--- src/rtl/if_stage_unit.sv ---
// rtl/if_stage_unit.sv - RV32IM instruction fetch stage with IF/ID pipeline register
// Optional IF_PERF_CNT_EN adds perf_fetched/perf_bubbles counters.
module if_stage_unit #(
  parameter logic [31:0] RESET_PC  = 32'h0000_0000,
  parameter logic [31:0] NOP_INSTR = 32'h0000_0013
) (
  input  logic        clk,
  input  logic        reset_n,
  output logic [31:0] imem_addr,
  output logic        imem_read,
  input  logic [31:0] imem_rdata,
  input  logic        imem_busywait,
  input  logic        stall,
  input  logic        redirect_valid,
  input  logic [31:0] redirect_pc,
  output logic [31:0] if_id_pc,
  output logic [31:0] if_id_instr,
  output logic        if_id_valid
`ifdef IF_PERF_CNT_EN
  ,
  output logic [31:0] perf_fetched,
  output logic [31:0] perf_bubbles
`endif
);

  localparam logic [1:0] ST_REQ   = 2'd0;
  localparam logic [1:0] ST_HOLD  = 2'd1;
  localparam logic [1:0] ST_DRAIN = 2'd2;

  logic [1:0]  state;
  logic [31:0] pc;
  logic [31:0] buf_pc;
  logic [31:0] buf_instr;
  logic [31:0] drain_target;
  logic [31:0] target;
  logic        accept;
  logic        load_valid;
  logic        load_bubble;

  assign imem_addr = pc;
  assign imem_read = reset_n && (state != ST_HOLD);
  assign accept    = imem_read && !imem_busywait;
  assign target    = redirect_pc & 32'hFFFF_FFFC;

  // IF/ID update classification; redirects win over stall and accept
  assign load_valid  = !redirect_valid && !stall &&
                       (((state == ST_REQ) && accept) || (state == ST_HOLD));
  assign load_bubble = (redirect_valid && (state != ST_DRAIN)) ||
                       (!redirect_valid && !stall && (state == ST_REQ) && imem_busywait);

  always_ff @(posedge clk or negedge reset_n) begin
    if (!reset_n) begin
      state        <= ST_REQ;
      pc           <= RESET_PC;
      buf_pc       <= 32'h0;
      buf_instr    <= 32'h0;
      drain_target <= 32'h0;
      if_id_pc     <= 32'h0;
      if_id_instr  <= NOP_INSTR;
      if_id_valid  <= 1'b0;
    end else begin
      if (load_valid) begin
        if_id_valid <= 1'b1;
        if_id_pc    <= (state == ST_HOLD) ? buf_pc : pc;
        if_id_instr <= (state == ST_HOLD) ? buf_instr : imem_rdata;
      end else if (load_bubble) begin
        if_id_valid <= 1'b0;
        if_id_instr <= NOP_INSTR;
      end

      case (state)
        ST_REQ: begin
          if (redirect_valid) begin
            // A busy access cannot be abandoned, so park the target until it completes
            if (imem_busywait) begin
              drain_target <= target;
              state        <= ST_DRAIN;
            end else begin
              pc <= target;
            end
          end else if (accept) begin
            if (stall) begin
              buf_pc    <= pc;
              buf_instr <= imem_rdata;
              state     <= ST_HOLD;
            end else begin
              pc <= pc + 32'd4;
            end
          end
        end
        ST_HOLD: begin
          if (redirect_valid) begin
            pc    <= target;
            state <= ST_REQ;
          end else if (!stall) begin
            pc    <= pc + 32'd4;
            state <= ST_REQ;
          end
        end
        ST_DRAIN: begin
          if (redirect_valid) drain_target <= target;
          if (accept) begin
            pc    <= redirect_valid ? target : drain_target;
            state <= ST_REQ;
          end
        end
        default: state <= ST_REQ;
      endcase
    end
  end

`ifdef IF_PERF_CNT_EN
  always_ff @(posedge clk or negedge reset_n) begin
    if (!reset_n) begin
      perf_fetched <= 32'h0;
      perf_bubbles <= 32'h0;
    end else begin
      if (load_valid)  perf_fetched <= perf_fetched + 32'd1;
      if (load_bubble) perf_bubbles <= perf_bubbles + 32'd1;
    end
  end
`endif

endmodule
--- config.mk ---
export PLATFORM = sky130hd
export DESIGN_NAME = if_stage_unit
export DESIGN_NICKNAME = d
export VERILOG_FILES = /design/src/rtl/if_stage_unit.sv
export SDC_FILE = /design/constraint.sdc
export NUM_CORES = 1
export LEC_CHECK = 0
export CAP_MARGIN = 10
export CORE_UTILIZATION = 48
export CTS_CLUSTER_SIZE = 20
export DETAILED_ROUTE_END_ITERATION = 10
export PLACE_DENSITY_LB_ADDON = 0.08
export REMOVE_ABC_BUFFERS = 1
export SETUP_SLACK_MARGIN = 0.1
export SYNTH_ARGS = -nofsm -noshare
export SYNTH_HDL_FRONTEND = slang
export SYNTH_SLANG_ARGS = --single-unit
--- constraint.sdc ---
create_clock -name clk -period 1.6 [get_ports clk]
set_input_delay 0.32 -clock clk [delete_from_list [all_inputs] [get_ports clk]]
set_output_delay 0.32 -clock clk [all_outputs]
set_load 0.02 [all_outputs]
### After elaboration in Yosys (flattened, before gate mapping)

Index checks and enable logic that the tools add are counted.

| word-level totals | value |
|---|---|
| word-level logic and storage cells | 68 |
| input port bits | 69 |
| output and inout bits | 98 |
| bits in registers | 195 |

| cells by class | value |
|---|---|
| bitwise operators | 1 |
| reduce and logical (&&, ||, !) cells | 21 |
| mux-type cells | 25 |
| equality and inequality tests | 12 |
| add/subtract/negate cells | 1 |

Operator list:

| operator | count |
|---|---|
| $mux W32 | 13 |
| $pmux W32 S3 | 1 |
| $pmux W32 S2 | 1 |
| $add A32 B3 Y32 const B | 1 |
| $ne A3 B3 Y1 const B | 5 |
| $mux W2 | 7 |
| $logic_and A1 B1 Y1 | 8 |
| $ne A2 B2 Y1 const B | 4 |
| $reduce_and A4 Y1 | 2 |
| $pmux W2 S3 | 1 |
| $reduce_and A5 Y1 | 1 |
| $reduce_bool A2 Y1 | 2 |
| $logic_not A1 Y1 | 3 |
| $reduce_and A3 Y1 | 1 |
| $reduce_bool A3 Y1 | 1 |
| $eq A2 B1 Y1 const B | 1 |
| $eq A2 B2 Y1 const B | 1 |
| $logic_not A2 Y1 | 1 |
| $logic_or A1 B1 Y1 | 2 |
| $mux W1 | 2 |
| $ne A2 B1 Y1 const B | 1 |
| $not A1 Y1 | 1 |

### Longest topological paths before layout

Gate-level depths: netlist of run 1.

| logic depth | value |
|---|---|
| word-level depth | 7 |
| depth in mapped cells | 8 |
| depth with buffers taken out | 6 |

### Least setup slack after synthesis of run 1

Ideal clock, no wire load.

| path | value |
|---|---|
| path type | register to register |
| from | register pc[3], in the netlist imem_addr[3] |
| to | register pc[24], in the netlist imem_addr[24] |
| path slack | -0.228 ns |
| buffers on the path | 1 |
| library setup time | 0.129 ns |
| data arrival time | 1.699 ns |
| stages on the path, launching flop included | 8 |
| data required time | 1.471 ns |
| clock period less this slack | 1.828 ns |
| path through | dfrtp_1 -> ha_1 -> nand4_1 -> nor2_1 -> buf_2 -> and3_1 -> o21ai_0 -> o2bb2ai_1 |

| on the way | value |
|---|---|
| cells in the longest elaborated chain, start to end | 5 |
| elaborated cells on any way between the ends | 6 |
| classes of those cells | add/sub (1); mux (5) |

Ends and longest elaborated chain:

| element | line | source |
|---|---|---|
| start: declaration | 31 | `logic [31:0] pc;` |
| start signal: assignment | 79 | `pc <= target;` |
| start signal: assignment | 87 | `pc <= pc + 32'd4;` |
| start signal: assignment | 93 | `pc <= target;` |
| $add A32 B3 Y32 (*) | 87, 96 |  |
| $mux W32 (*) | 82, 95 |  |
| $mux W32 | 81 | `end else if (accept) begin` |
| $mux W32 | 73 | `if (redirect_valid) begin` |
| $pmux W32 S3 (*) | 71 | `case (state)` |

Mark *: on every way between the ends. The rest lies on a longest branch, timed or not. The select of a mux whose other input is x is not followed.
A chain may end at the register's enable or synchronous reset.

### Worst setup path in the final report of run 1

| path | value |
|---|---|
| from | register state[0] |
| to | register pc[29], in the netlist imem_addr[29] |

| on the way | value |
|---|---|
| cells in the longest elaborated chain, start to end | 5 |
| elaborated cells on any way between the ends | 12 |
| classes of those cells | eq/ne (6); mux (1); reduce/logical (5) |

Ends and longest elaborated chain:

| element | line | source |
|---|---|---|
| start: declaration | 30 | `logic [1:0] state;` |
| start signal: assignment | 53 | `state <= ST_REQ;` |
| start signal: assignment | 77 | `state <= ST_DRAIN;` |
| start signal: assignment | 85 | `state <= ST_HOLD;` |
| $ne A2 B1 Y1 | 41 | `assign imem_read = reset_n && (state != ST_HOLD);` |
| $logic_and A1 B1 Y1 | 41 |  |
| $logic_and A1 B1 Y1 | 42 | `assign accept = imem_read && !imem_busywait;` |
| $ne A3 B3 Y1 (no source line) or $ne A2 B2 Y1 (tied branches) | - |  |
| $reduce_and A4 Y1 (no source line) | - |  |

Several ways; a longest one is shown, not always the timed one.

==> summary.md, run 1 <==
| Metric | Value |
|---|---|
| Global-route wire length before repair | 40.13 mm |
| Worst vdd ir | 850.5 uV |
| Actual slew at the worst max-slew pin | 921.9 ps |
| Final Hold Viols | 0 |
| Fraction of registers with async set/reset | 100.0% |
| I/O Pins | 167 |
| Place WS | -468.9 ps |
| Area growth, synth to finish | 55.03% |
| Reg power frac | 40.7% |
| Fin crit period | 1798 ps |
| Commonest non-fill, non-tap cells in the layout | dfrtp_1, buf_4, nand2_1 |
| Footprint of the multi-input gates | 4621 um^2 |
| Worst-path maximum fanout | 9 |
| Power Internal | 11370 uW |
| Status | complete, but fails checks |
| FF/Latch Area | 4891 um^2 |
| DRT iter0 DRCs | 485 |
| Syn avg cell area | 10.79 um^2 |
| Die Ht | 139.8 um |
| Leak | 0.007099 uW |
| WP buf/inv | 1 |
| Later-pin clock latency in the skew report | 440 ps |
| RSZ-0062 raised after global routing | true |
| CP required | 1970 ps |
| Top cell type's share of synthesized area | 52.75% |
| Overflow after GRT | 0 |
| Max-slew violations | 0 |
| Vias in the first global route | 7362 |
| Cells after synthesis | 844 |
| Critical path's top delay family | simple AND/OR/NAND/NOR gates |
| Initial antenna violation count | 0 |
| Commonest non-fill, non-tap cell in the layout | dfrtp_1 |
| Simple-Gate Fraction of Synth Area | 10.88% |
| Worst Clk Skew | 8.099 ps |
| CP Cell Sequence | or2_1, a21oi_2, a221o_1, buf_12, or4_1, nand4_1 |
| Core Area | 18640 um^2 |
| Via count | 7891 |
| GP Congestion | 0.8587 |
| Die area | 19530 um^2 |
| Total GRT Usage | 26.44% |
| Clk slew on worst S/H paths | 70 ps |
| Synth area leaders | dfrtp_1, mux2_2, mux2i_1 |
| Leading area contributor after synthesis | dfrtp_1 |
| MaxCap Viol Count | 0 |
| Die span in x | 139.8 um |
| DRT antenna net count | 0 |
| Post-synthesis adder-cell area fraction | 0.1374% |
| Total power | 16990 uW |
| Compound-Gate Fraction of Synth Area | 13.24% |
| Final period util | 112.4% |
| Violated checks | negative setup slack |
| Crit path kind | flip-flop to flip-flop |
| Crit end category | flip-flop |
| CP peak stage delay | 480 ps |
| Yosys reg bits | 195 |
| Share of layout cells above drive strength 1 | 39.46% |
| Starting Density | 48.86% |
| Clk sinks | 195 |
| Mux contribution to synthesized area | 17.77% |
| Final setup vio count | 152 |
| Clock power share | 26.2% |
| Fmax | 556.2 MHz |
| HPWL Detailed | 15.54 mm |
| # diodes | 0 |
| Clock Tree Root | clkbuf_16 |
| Unique masters post-synth | 61 |
| Nets@finish | 1215 |
| Hold Crit Class | input pin to asynchronous set/reset pin |
| # fillers | 1253 |
| Largest family of logic cells by synthesized area | multiplexers |
| Num CTS Buffers | 17 |
| EDFF count, synth | 0 |
| Post-synth top flop | dfrtp_1 |
| WP data arrival | 2170 ps |
| Rel. slew slack | 38.54% |
| Row count | 50 |
| Port Buffers | 164 |
| Cell Area, Synth | 9109 um^2 |
| Total iterations of the first detailed-routing run | 5 |
| Power Dens Cells | 1203 nW/um^2 |
| Worst Slack Setup Final | -198.0 ps |
| Min Hold Slack | 33.39 ps |
| Highest-delay cell along the critical path | or4_1 |
| Yosys warns | 0 |
| Routed len/inst | 20.29 um |
| Synth Area in XOR/XNOR | 0.3846% |
| Overall routed net length | 28.24 mm |
| Switching pwr | 5617 uW |
| Largest net degree at the start of global routing | 70 |
| Comb pwr share | 33.1% |
| Clock tree buffer depth | 2 |
| # DRC | 0 |
| Vias per cell | 5.669 |
| H-tree levels | 4 |
| CTS tree | yes |
| Sequential cell area fraction in the yosys report | 53.61% |
| Worst setup SP type | flip-flop |
| Switching part of the total | 33.06% |
==> final timing paths <==
check	from	end	slack, ps	cells after the start
min in group clk	redirect_valid	imem_addr[0]	390	3
max	state[0]	imem_addr[29]	-200	6
max in group asynchronous	reset_n	imem_addr[26]	620	3
min reg2reg	if_id_instr[29]	if_id_instr[29]	480	2
min	reset_n	buf_instr[3]	30	2
max reg2reg	state[0]	imem_addr[29]	-200	6
==> cell families (layout without fill, tap and decap cells) <==
logic type      Yosys count  after routing
xor+xnor                  4              4
compound gates          204            204
simple gates            214            214
flops                   195            195
mux                     151            151
fa+ha+maj                 1              1
buf+inv                  75            389
==> synth_stat cells, drive strengths merged, types with 2 or more instances <==
| cell type | count |
|---|---|
| nand2 | 119 |
| o211ai | 2 |
| nor3b | 2 |
| o22ai | 3 |
| a31oi | 10 |
| nor2 | 29 |
| dfrtp | 192 |
| nand3 | 12 |
| o311ai | 3 |
| inv | 12 |
| a21oi | 32 |
| nand2b | 8 |
| and3 | 7 |
| o2bb2ai | 4 |
| a221oi | 3 |
| mux2i | 65 |
| o22a | 4 |
| a211oi | 6 |
| a41oi | 7 |
| a221o | 2 |
| a22oi | 5 |
| xor2 | 2 |
| and4 | 2 |
| xnor2 | 2 |
| and2 | 6 |
| nor2b | 3 |
| o21ai | 111 |
| buf | 42 |
| or2 | 3 |
| dfstp | 3 |
| nand4 | 8 |
| nor3 | 10 |
| o31ai | 4 |
| clkbuf | 20 |
| mux2 | 86 |
==> flip-flops by register name (all words and copies together), names as in the netlist <==
signal	cells
imem_addr	32
buf_instr	32
buf_pc	32
drain_target	32
state	2
if_id_instr	32
if_id_valid	1
if_id_pc	32
==> stage by stage <==
step | util, % | setup TNS [ps] | std cells | instance area [um^2]
floorplan | - | -308090 | 782 | 8801
global placement | 62.83 | -62660 | 1292 | 11710
detailed placement | 62.83 | -63870 | 1292 | 11710
CTS | 69.23 | -3423 | 1354 | 12910
global route | 75.74 | -18580 | 1392 | 14120
finish | 75.74 | -11840 | 1392 | 14120
==> layout make-up <==
| cell class | instances | area share (%) |
|---|---|---|
| clock buffer | 19 | 3.208 |
| clock inverter | 13 | 1.046 |
| timing repair buffer | 344 | 25.93 |
| sequential | 195 | 34.64 |
| multi-input combinational | 574 | 32.72 |
| tap | 234 | 2.073 |
| inverter | 13 | 0.3810 |
==> power by group through the flow <==
stage | Clock [uW] | Combinational, uW | Sequential [uW]
after floorplan | 0 | 1660 | 7580
after global placement | 0 | 4820 | 6850
after detailed placement | 0 | 4880 | 6890
after CTS | 4460 | 4950 | 6810
after global routing | 4660 | 6010 | 7060
final | 4450 | 5630 | 6920
==> metal layers <==
metal	GRT usage, %	vias to the layer above	routed length, um
met3	4.852	36	1364
met1	35.29	3977	12190
met4	7.345	0	525
met2	44.11	241	14170
met5	0	-	0
li1	-	3637	-
==> what timing repair did <==
action	4_1_cts	5_1_grt
pin swaps	9	61
hold buffers	2	0
setup buffers	18	29
setup endpoints to repair	278	217
gates resized for setup	323	256
cloned	10	14
hold endpoints to repair	7	0
==> worst reg2reg max path: stages (launching register included) <==
cell	delay, ps
dfrtp_2	460
or2_1	140
a21oi_2	60
a221o_1	320
buf_12	160
or4_1	480
nand4_1	100
(Power assumes the default switching activity.)
==> run 2, diff against run 1 <==
--- a/config.mk
+++ b/config.mk
@@ -6,6 +6,7 @@
 export NUM_CORES = 1
 export LEC_CHECK = 0
 export CAP_MARGIN = 10
+export CORE_MARGIN = 10
 export CORE_UTILIZATION = 48
 export CTS_CLUSTER_SIZE = 20
 export DETAILED_ROUTE_END_ITERATION = 10
==> run 2 against run 1 <==
  * The flow still finishes with violations (negative setup slack)
  * Setup slack gained 11 ps
  * Sequential cell count did not move
  * Fmax rose by 0.62%
  * Cell area rose by 0.66%
  * Via count rose by 1.1%
  * Non-clock buffer count is 12 higher
  * Largest cell class unchanged
==> summary.md, run 2 (same netlist as run 1, synthesis figures left out) <==
| Metric | Value |
|---|---|
| HPWL Detailed | 17.04 mm |
| Worst Slack Setup Final | -186.9 ps |
| Vias per cell | 5.675 |
| H-tree levels | 4 |
| CTS tree | yes |
| Overall routed net length | 29.63 mm |
| Via count | 7979 |
| Placed Cells | 1290 |
| # fillers | 1285 |
| Reg power frac | 40.7% |
| Die area | 24890 um^2 |
| Crit path kind | flip-flop to flip-flop |
| Crit path top cell by count | buf_4 |
| DRT iter0 DRCs | 565 |
| Highest-delay cell along the critical path | dfrtp_1 |
| Violated checks | negative setup slack |
| Reg-to-reg slack, setup | -190 ps |
| Initial antenna violation count | 0 |
| Largest net degree at the start of global routing | 80 |
| Fin crit period | 1787 ps |
| Overflow after GRT | 0 |
| Num CTS Buffers | 17 |
| Power Internal | 11340 uW |
| Worst vdd ir | 892.4 uV |
| Row count | 50 |
| GP Congestion | 0.8485 |
| WP data arrival | 2150 ps |
| Die Ht | 157.8 um |
| Die span in x | 157.8 um |
| Switching part of the total | 33.72% |
| Nets@finish | 1227 |
| Fmax | 559.6 MHz |
| Vias in the first global route | 7761 |
| Port Buffers | 164 |
| Area growth, synth to finish | 56.04% |
| Later-pin clock latency in the skew report | 440 ps |
| Final Core Density | 75.99% |
| Core Area | 18710 um^2 |
| Worst setup SP type | flip-flop |
| Clk slew on worst S/H paths | 70 ps |
| Final period util | 111.7% |
| Clock Tree Root | clkbuf_16 |
| Status | complete, but fails checks |
| MaxCap Viol Count | 0 |
| Share of layout cells above drive strength 1 | 46.50% |
| CP required | 1970 ps |
| Routed len/inst | 21.08 um |
| Global-route wire length before repair | 43.66 mm |
| Comb pwr share | 34.1% |
| Leak | 0.006898 uW |
| CP Cell Sequence | nand2_1, nor3_2, buf_4, buf_4, nand4_1, o31ai_1, a22o_1 |
| Power Dens Cells | 1203 nW/um^2 |
| Final Hold Viols | 0 |
| Crit end category | flip-flop |
| Max-slew violations | 0 |
| Fin cells | 1406 |
| Commonest non-fill, non-tap cell in the layout | dfrtp_1 |
| Rel. slew slack | 31.24% |
| Switching pwr | 5767 uW |
| Min Hold Slack | 162.6 ps |
| Clock tree buffer depth | 2 |
| Actual slew at the worst max-slew pin | 1031 ps |
| Worst-path maximum fanout | 7 |
| Clk sinks | 195 |
| Total GRT Usage | 22.44% |
| # DRC | 0 |
| Worst R2R Start | imem_addr[4] |
| Clock power share | 25.2% |
| RSZ-0062 raised after global routing | true |
| Hold Crit Class | input pin to asynchronous set/reset pin |
| Final setup vio count | 173 |
| Crit path from | imem_addr[4] |
| DRT antenna net count | 0 |
| I/O Pins | 167 |
| Starting Density | 48.70% |
| Commonest non-fill, non-tap cells in the layout | dfrtp_1, buf_4, mux2_2 |
| CTS Hold Buffers Added | 0 |
| CP peak stage delay | 400 ps |
| Total iterations of the first detailed-routing run | 6 |
| Worst Clk Skew | 12.23 ps |
## run 2: cell types whose count changed in the layout (fill, tap and decap cells not counted), sizes merged, moves of 2 or more
cell | previous run | this run
buf | 192 | 218
dlygate4sd2 | 54 | 41
diode | 0 | 2
dlygate4sd3 | 2 | 0
clkdlybuf4s15 | 14 | 17
## run 2: routing by layer
metal	share of wire (%)	GRT usage, %	vias to the layer above
li1	-	-	3656
met1	42	28.32	4012
met2	50	37.90	266
met3	6.0	5.075	45
met4	1.8	6.100	0
met5	0	0	-
## run 2: path summary, 6_finish.rpt
kind,to,depth (start not counted)
max,imem_addr[17],7
min reg2reg,if_id_instr[29],2
min,buf_pc[11],3
max in group asynchronous,imem_addr[25],2
min in group clk,state[0],4
max reg2reg,imem_addr[17],7
## run 2: layout make-up
type | instances | area [um^2] | area share, %
flip-flops and latches | 195 | 4896 | 34.45
inverters | 13 | 53.80 | 0.3785
clock buffers | 21 | 470.5 | 3.310
well taps | 234 | 292.8 | 2.060
multi-input cells | 574 | 4674 | 32.89
repair buffers | 356 | 3702 | 26.05
diodes | 2 | 5.005 | 0.03521
clock inverters | 11 | 118.9 | 0.8363
## run 2: worst max-delay path: cells and delay by family, from the launching register on
family	cells	cell delay, ps
and+or+nand+nor	3	520
buffers and inverters	2	320
AOI/OAI and AO/OA	2	480
DFF	1	400
## run 2: power by group through the flow
stage | Clock (uW) | Combinational [uW] | Sequential [uW]
2_1_floorplan | 0 | 1660 | 7580
3_3_place_gp | 0 | 4840 | 6860
3_5_place_dp | 0 | 4910 | 6910
4_1_cts | 4370 | 5140 | 6840
5_1_grt | 4570 | 6240 | 7100
6_report | 4320 | 5830 | 6960
## run 2: timing repair
| action | in CTS | in global routing |
|---|---|---|
| gates cloned | 19 | 5 |
| pin swaps | 51 | 79 |
| setup buffers | 33 | 36 |
| hold endpoints to repair | 0 | 0 |
| gates resized for setup | 377 | 273 |
| setup endpoints to repair | 281 | 234 |
## run 2: through the flow
| step | instance area, um^2 | TNS [ps] | worst slack, ps | power, uW |
|---|---|---|---|---|
| 6_report | 14210 | -11460 | -186.9 | 17100 |
| 5_1_grt | 14210 | -20130 | -318.1 | 17910 |
| 4_1_cts | 13350 | -8099 | -160.1 | 16350 |
| 3_5_place_dp | 11690 | -55250 | -489.7 | 11820 |
| 3_3_place_gp | 11690 | -53370 | -486.4 | 11710 |
| 2_1_floorplan | 8801 | -308090 | -2258 | 9232 |
==> patch 1: new RTL, flow settings as in run 1 <==
The option `IF_PERF_CNT_EN` is turned on by a define.
--- a/src/rtl/if_stage_unit.sv
+++ b/src/rtl/if_stage_unit.sv
@@ -1,5 +1,7 @@
 // rtl/if_stage_unit.sv - RV32IM instruction fetch stage with IF/ID pipeline register
 // Optional IF_PERF_CNT_EN adds perf_fetched/perf_bubbles counters.
+`define IF_PERF_CNT_EN
+
 module if_stage_unit #(
   parameter logic [31:0] RESET_PC  = 32'h0000_0000,
   parameter logic [31:0] NOP_INSTR = 32'h0000_0013
Behaviour (old outputs only; new: perf_bubbles and perf_fetched): unchanged (equiv_simple and equiv_induct, registers matched by name and starting in step).
==> patch 1 against run 1 <==
- the run ends with negative hold slack, negative setup slack left
- sequential cell count rose by 64
- clock skew grew 0.011 ns
- final area grew 39%
- synthesized area increased by 30%
- setup slack got worse by 0.081 ns
- total power increased by 40%
- via count is 37% higher
- wire length increased by 44%
- highest routed layer unchanged
==> patch 1: results (changes against run 1) <==
CTS Buf Count=28 (was 17); share of cells above drive strength 1=0.5258 (was 0.3946); CP Max Fanout=6 (was 9); Layout area overhead=65.77% (was 55.03%); global-route wire length before repair=55.09 mm (was 40.13 mm); VDD IR max=1.035 mV (was 0.8505 mV); final worst slack=-0.2791 ns (was -0.1980 ns); fillers=1423 (was 1253); Post-layout nets=1657 (was 1215); outcome=finished, violations left (unchanged); Detailed Route WL=40.66 mm (was 28.24 mm); port bufs=228 (was 164); vias in the first global route=10130 (was 7362); drt first pass iters=7 (was 5); Via density=5.608 (was 5.669); pin count of the biggest net entering global routing=117 (was 70); Final Hold Viols=23 (was 0); CP max stage cell=or3b_4 (was or4_1); htree depth=1 (was 4); clock latency on the worst-skew pair=0.55 ns (was 0.44 ns); final setup vio count=209 (was 152); maximum buffer depth of the clock tree=3 (was 2); worst hold margin=-0.03529 ns (was 0.03339 ns); 1st-iter DRT viols=652 (was 485); gp weighted congestion=0.8495 (was 0.8587); failing checks=negative hold slack, negative setup slack (was negative setup slack); switch share=0.3096 (was 0.3306)
## patch 1: changes by cell type after synthesis, moves of 18 or more
| cell | run 1 | this run |
|---|---|---|
| nand4_1 | 7 | 32 |
| xnor2_1 | 2 | 50 |
| dfrtp_1 | 192 | 256 |
| clkbuf_1 | 19 | 40 |
| nand3_1 | 11 | 29 |
| nand2_1 | 119 | 148 |
## patch 1: layer usage
layer / part of all wire / GRT usage
met1: 0.41 / 0.3688
met2: 0.49 / 0.4494
met3: 0.063 / 0.04180
met4: 0.033 / 0.08610
met5: 0 / 0
## patch 1: repair_timing
action | CTS | global route
pin swaps | 54 | 130
setup buffers | 97 | 58
endpoints found under the hold margin | 94 | 0
hold buffers | 1 | 0
gates resized for setup | 933 | 334
gates cloned | 4 | 24
endpoints found under the setup margin | 405 | 313
## patch 1: worst paths after layout
kind	startpoint	to	cells past startpoint	slack [ns]
max reg2reg	state[0]	perf_bubbles[25]	6	-0.28
max in group asynchronous	reset_n	imem_addr[11]	3	0.53
min	reset_n	perf_bubbles[27]	3	-0.04
max	state[0]	perf_bubbles[25]	6	-0.28
min in group clk	imem_busywait	state[1]	4	0.19
min reg2reg	perf_bubbles[31]	perf_bubbles[31]	1	0.47
## patch 1: final cells by class
class                      count  area share
sequential                   259      0.3319
multi-input combinational    738      0.3211
timing repair buffer         549      0.2713
clock buffer                  39     0.04203
tap                          324     0.02070
clock inverter                13     0.01131
inverter                       9    0.001725
## patch 1: power groups by stage
| stage | logic (W) | registers (W) | clock network [W] |
|---|---|---|---|
| finish | 0.00763 | 0.00882 | 0.00731 |
| detailed placement | 0.00597 | 0.00882 | 0 |
| floorplan | 0.00183 | 0.00967 | 0 |
| global route | 0.00810 | 0.00896 | 0.00765 |
| CTS | 0.00671 | 0.00872 | 0.00736 |
| global placement | 0.00589 | 0.00876 | 0 |
## patch 1: cells by family after synthesis
family,share of synthesized area
mux,0.1453
flops,0.5489
simple gates,0.1298
compound gates,0.09690
buf+inv,0.02552
xor+xnor,0.05041
fa+ha+maj,0.003177
## patch 1: worst max-delay path: cells and delay by family (launching register included)
kind | cells | cell delay, ns
compound gates | 1 | 0.26
xor+xnor | 1 | 0.15
buf+inv | 1 | 0.14
flops | 1 | 0.40
simple gates | 3 | 0.82
## patch 1: through the flow
step                area, sq um    util  worst slack [ns]  TNS, ns  hold slack [ns]
detailed placement        15680  0.6467           -0.7104  -133.11           0.4668
finish                    19590  0.8077           -0.2791   -33.43         -0.03529
global placement          15680  0.6467           -0.6552  -125.00           0.4597
floorplan                 11550       -            -2.394  -353.78          0.02441
global route              19590  0.8077           -0.3456   -45.27          0.02731
CTS                       17720  0.7308           -0.1778   -16.11          0.02722
==> patch 2: new RTL, settings of run 1 <==
Without the edit above. Change the parameter `NOP_INSTR` from 32'h0000_0013 to 32'h00000012.
--- a/src/rtl/if_stage_unit.sv
+++ b/src/rtl/if_stage_unit.sv
@@ -2,7 +2,7 @@
 // Optional IF_PERF_CNT_EN adds perf_fetched/perf_bubbles counters.
 module if_stage_unit #(
   parameter logic [31:0] RESET_PC  = 32'h0000_0000,
-  parameter logic [31:0] NOP_INSTR = 32'h0000_0013
+  parameter logic [31:0] NOP_INSTR = 32'h00000012
 ) (
   input  logic        clk,
   input  logic        reset_n,
Function: changed (Yosys sat finds a counterexample within 4 cycles, from zero or initial values and one cycle with reset_n low).
==> patch 2 against run 1 <==
- the run still ends with negative setup slack left
- critical path type unchanged
- combinational power rose by 7.8%
- setup slack worse by 0.082 ns
- final area grew 2.2%
- critical path depth grew 1
- sequential cell count stayed put
- total power is 3.1% higher
- synthesized area barely moved
- wire length is 5.0% higher
- largest cell class unchanged
==> patch 2: results (changes against run 1) <==
Leak Pwr=7.020 nW (was 7.099 nW); CP max stage cell=dfrtp_1 (was or4_1); 1st-iter DRT viols=596 (was 485); Post-layout nets=1222 (was 1215); CTS Buf Count=17 (unchanged); GRT Total Usage=0.2796 (was 0.2644); post-synth cell types=59 (was 61); final worst slack=-0.2805 ns (was -0.1980 ns); xor and xnor area share after synthesis=0.003849 (was 0.003846); Detailed Route WL=29.65 mm (was 28.24 mm); crit-path max cell delay=0.42 ns (was 0.48 ns); r2r startpoint=imem_addr[2] (was state[0]); sequential area share after synthesis=0.5364 (was 0.5361); synth warn=0 (unchanged); Via density=5.761 (was 5.669); DR WL/cell=21.26 microns (was 20.29 microns); failing checks=negative setup slack (unchanged); CP Max Fanout=4 (was 9); clk root buf=clkbuf_16 (unchanged); gp weighted congestion=0.8792 (was 0.8587); Gate Count Post-Synth=846 (was 844); initial antenna violation count=1 (was 0); CP arrival=2.20 ns (was 2.17 ns); Area after DPL=11780 sq um (was 11710 sq um); fillers=1113 (was 1253); htree depth=4 (unchanged); reported net switching power=0.005928 W (was 0.005617 W); pin count of the biggest net entering global routing=141 (was 70); global-route wire length before repair=42.15 mm (was 40.13 mm); top cells by area, synth=dfrtp_1, mux2_2, mux2i_1, o21ai_0, nand2_1 (unchanged); synth cell count leaders=dfrtp_1, nand2_1, o21ai_0, mux2_2, mux2i_1 (unchanged); ys async rst share=1.000 (unchanged); outcome=finished, violations left (unchanged); VDD IR max=0.8570 mV (was 0.8505 mV); port bufs=164 (unchanged); vias in the first global route=7819 (was 7362); share of cells above drive strength 1=0.4498 (was 0.3946); FF-to-FF End=imem_addr[22] (was imem_addr[29]); clk_skew=0.01457 ns (was 0.008099 ns); multiplexer share of the synthesized area=0.1782 (was 0.1777); Synth Area in Compound Gates=0.1317 (was 0.1324); dpl cells=1284 (was 1292); max_slew headroom=0.4543 (was 0.3854); Adder-Cell Fraction of Synth Area=0.001375 (was 0.001374); final setup vio count=125 (was 152); R2R cell count=7 (was 6); DP Worst Slack=-0.4011 ns (was -0.4689 ns); placed wire-length estimate after detailed placement=15.65 mm (was 15.54 mm)
-- patch 2: what timing repair did --
item | 4_1_cts | 5_1_grt
resized for setup | 347 | 294
hold endpoints to repair | 10 | 0
buffers inserted | 26 | 34
cloned | 15 | 10
pin swaps | 25 | 79
hold buffers | 1 | 0
setup endpoints to repair | 270 | 243
-- patch 2: routing by layer --
layer,wire [microns],GRT usage,vias to the layer above
met3,1707,0.05884,53
met1,12410,0.3675,4025
met4,748,0.09601,0
li1,-,-,3643
met2,14790,0.4595,315
met5,0,0,-
-- patch 2: final cells by class --
class                           count  area [sq um]  area share
Clock inverter                     13         160.2     0.01110
Clock buffer                       19         442.9     0.03069
Tap cell                          229         286.5     0.01985
Sequential cell                   195          4890      0.3388
Timing Repair Buffer              350          3855      0.2671
Multi-Input combinational cell    576          4747      0.3289
Inverter                           12         50.05    0.003467
Antenna cell                        1         2.502   0.0001734
-- patch 2: through the flow --
step	hold WS [ns]	TNS, ns	util	total power, W
after floorplan	0.02441	-318.10	-	0.009241
after global placement	0.2785	-47.36	0.6445	0.01176
after detailed placement	0.2809	-49.66	0.6445	0.01188
after CTS	0.1669	-3.675	0.7225	0.01651
after global routing	0.1960	-12.81	0.7900	0.01830
final	0.1285	-6.140	0.7900	0.01752
-- patch 2: cells by family after synthesis --
family,count (synthesis)
simple gates,216
xor+xnor,4
buf+inv,75
compound gates,204
fa+ha+maj,1
mux,151
flops,195
-- patch 2: critical path, delay by kind of cell, from the launching register on --
family	cells	cell delay, ns
compound gates	2	0.41
fa+ha+maj	1	0.21
buf+inv	1	0.13
flops	1	0.42
simple gates	3	0.59
-- patch 2: worst max-delay path by stage --
stage / slack [ns] / endpoint / cells after the start / from
floorplan: -2.36 / imem_addr[27] / 4 / state[0]
global placement: -0.39 / drain_target[4] / 5 / imem_busywait
detailed placement: -0.40 / drain_target[6] / 5 / imem_busywait
CTS: -0.14 / drain_target[23] / 5 / state[1]
global route: -0.32 / imem_addr[22] / 7 / imem_addr[2]
finish: -0.28 / imem_addr[22] / 7 / imem_addr[2]
-- patch 2: power by group through the flow --
stage | sequential (W) | clock, W | combinational, W
after floorplan | 0.00759 | 0 | 0.00165
after global placement | 0.00689 | 0 | 0.00487
after detailed placement | 0.00693 | 0 | 0.00495
after CTS | 0.00683 | 0.00446 | 0.00522
after global routing | 0.00715 | 0.00471 | 0.00644
final | 0.00701 | 0.00444 | 0.00607
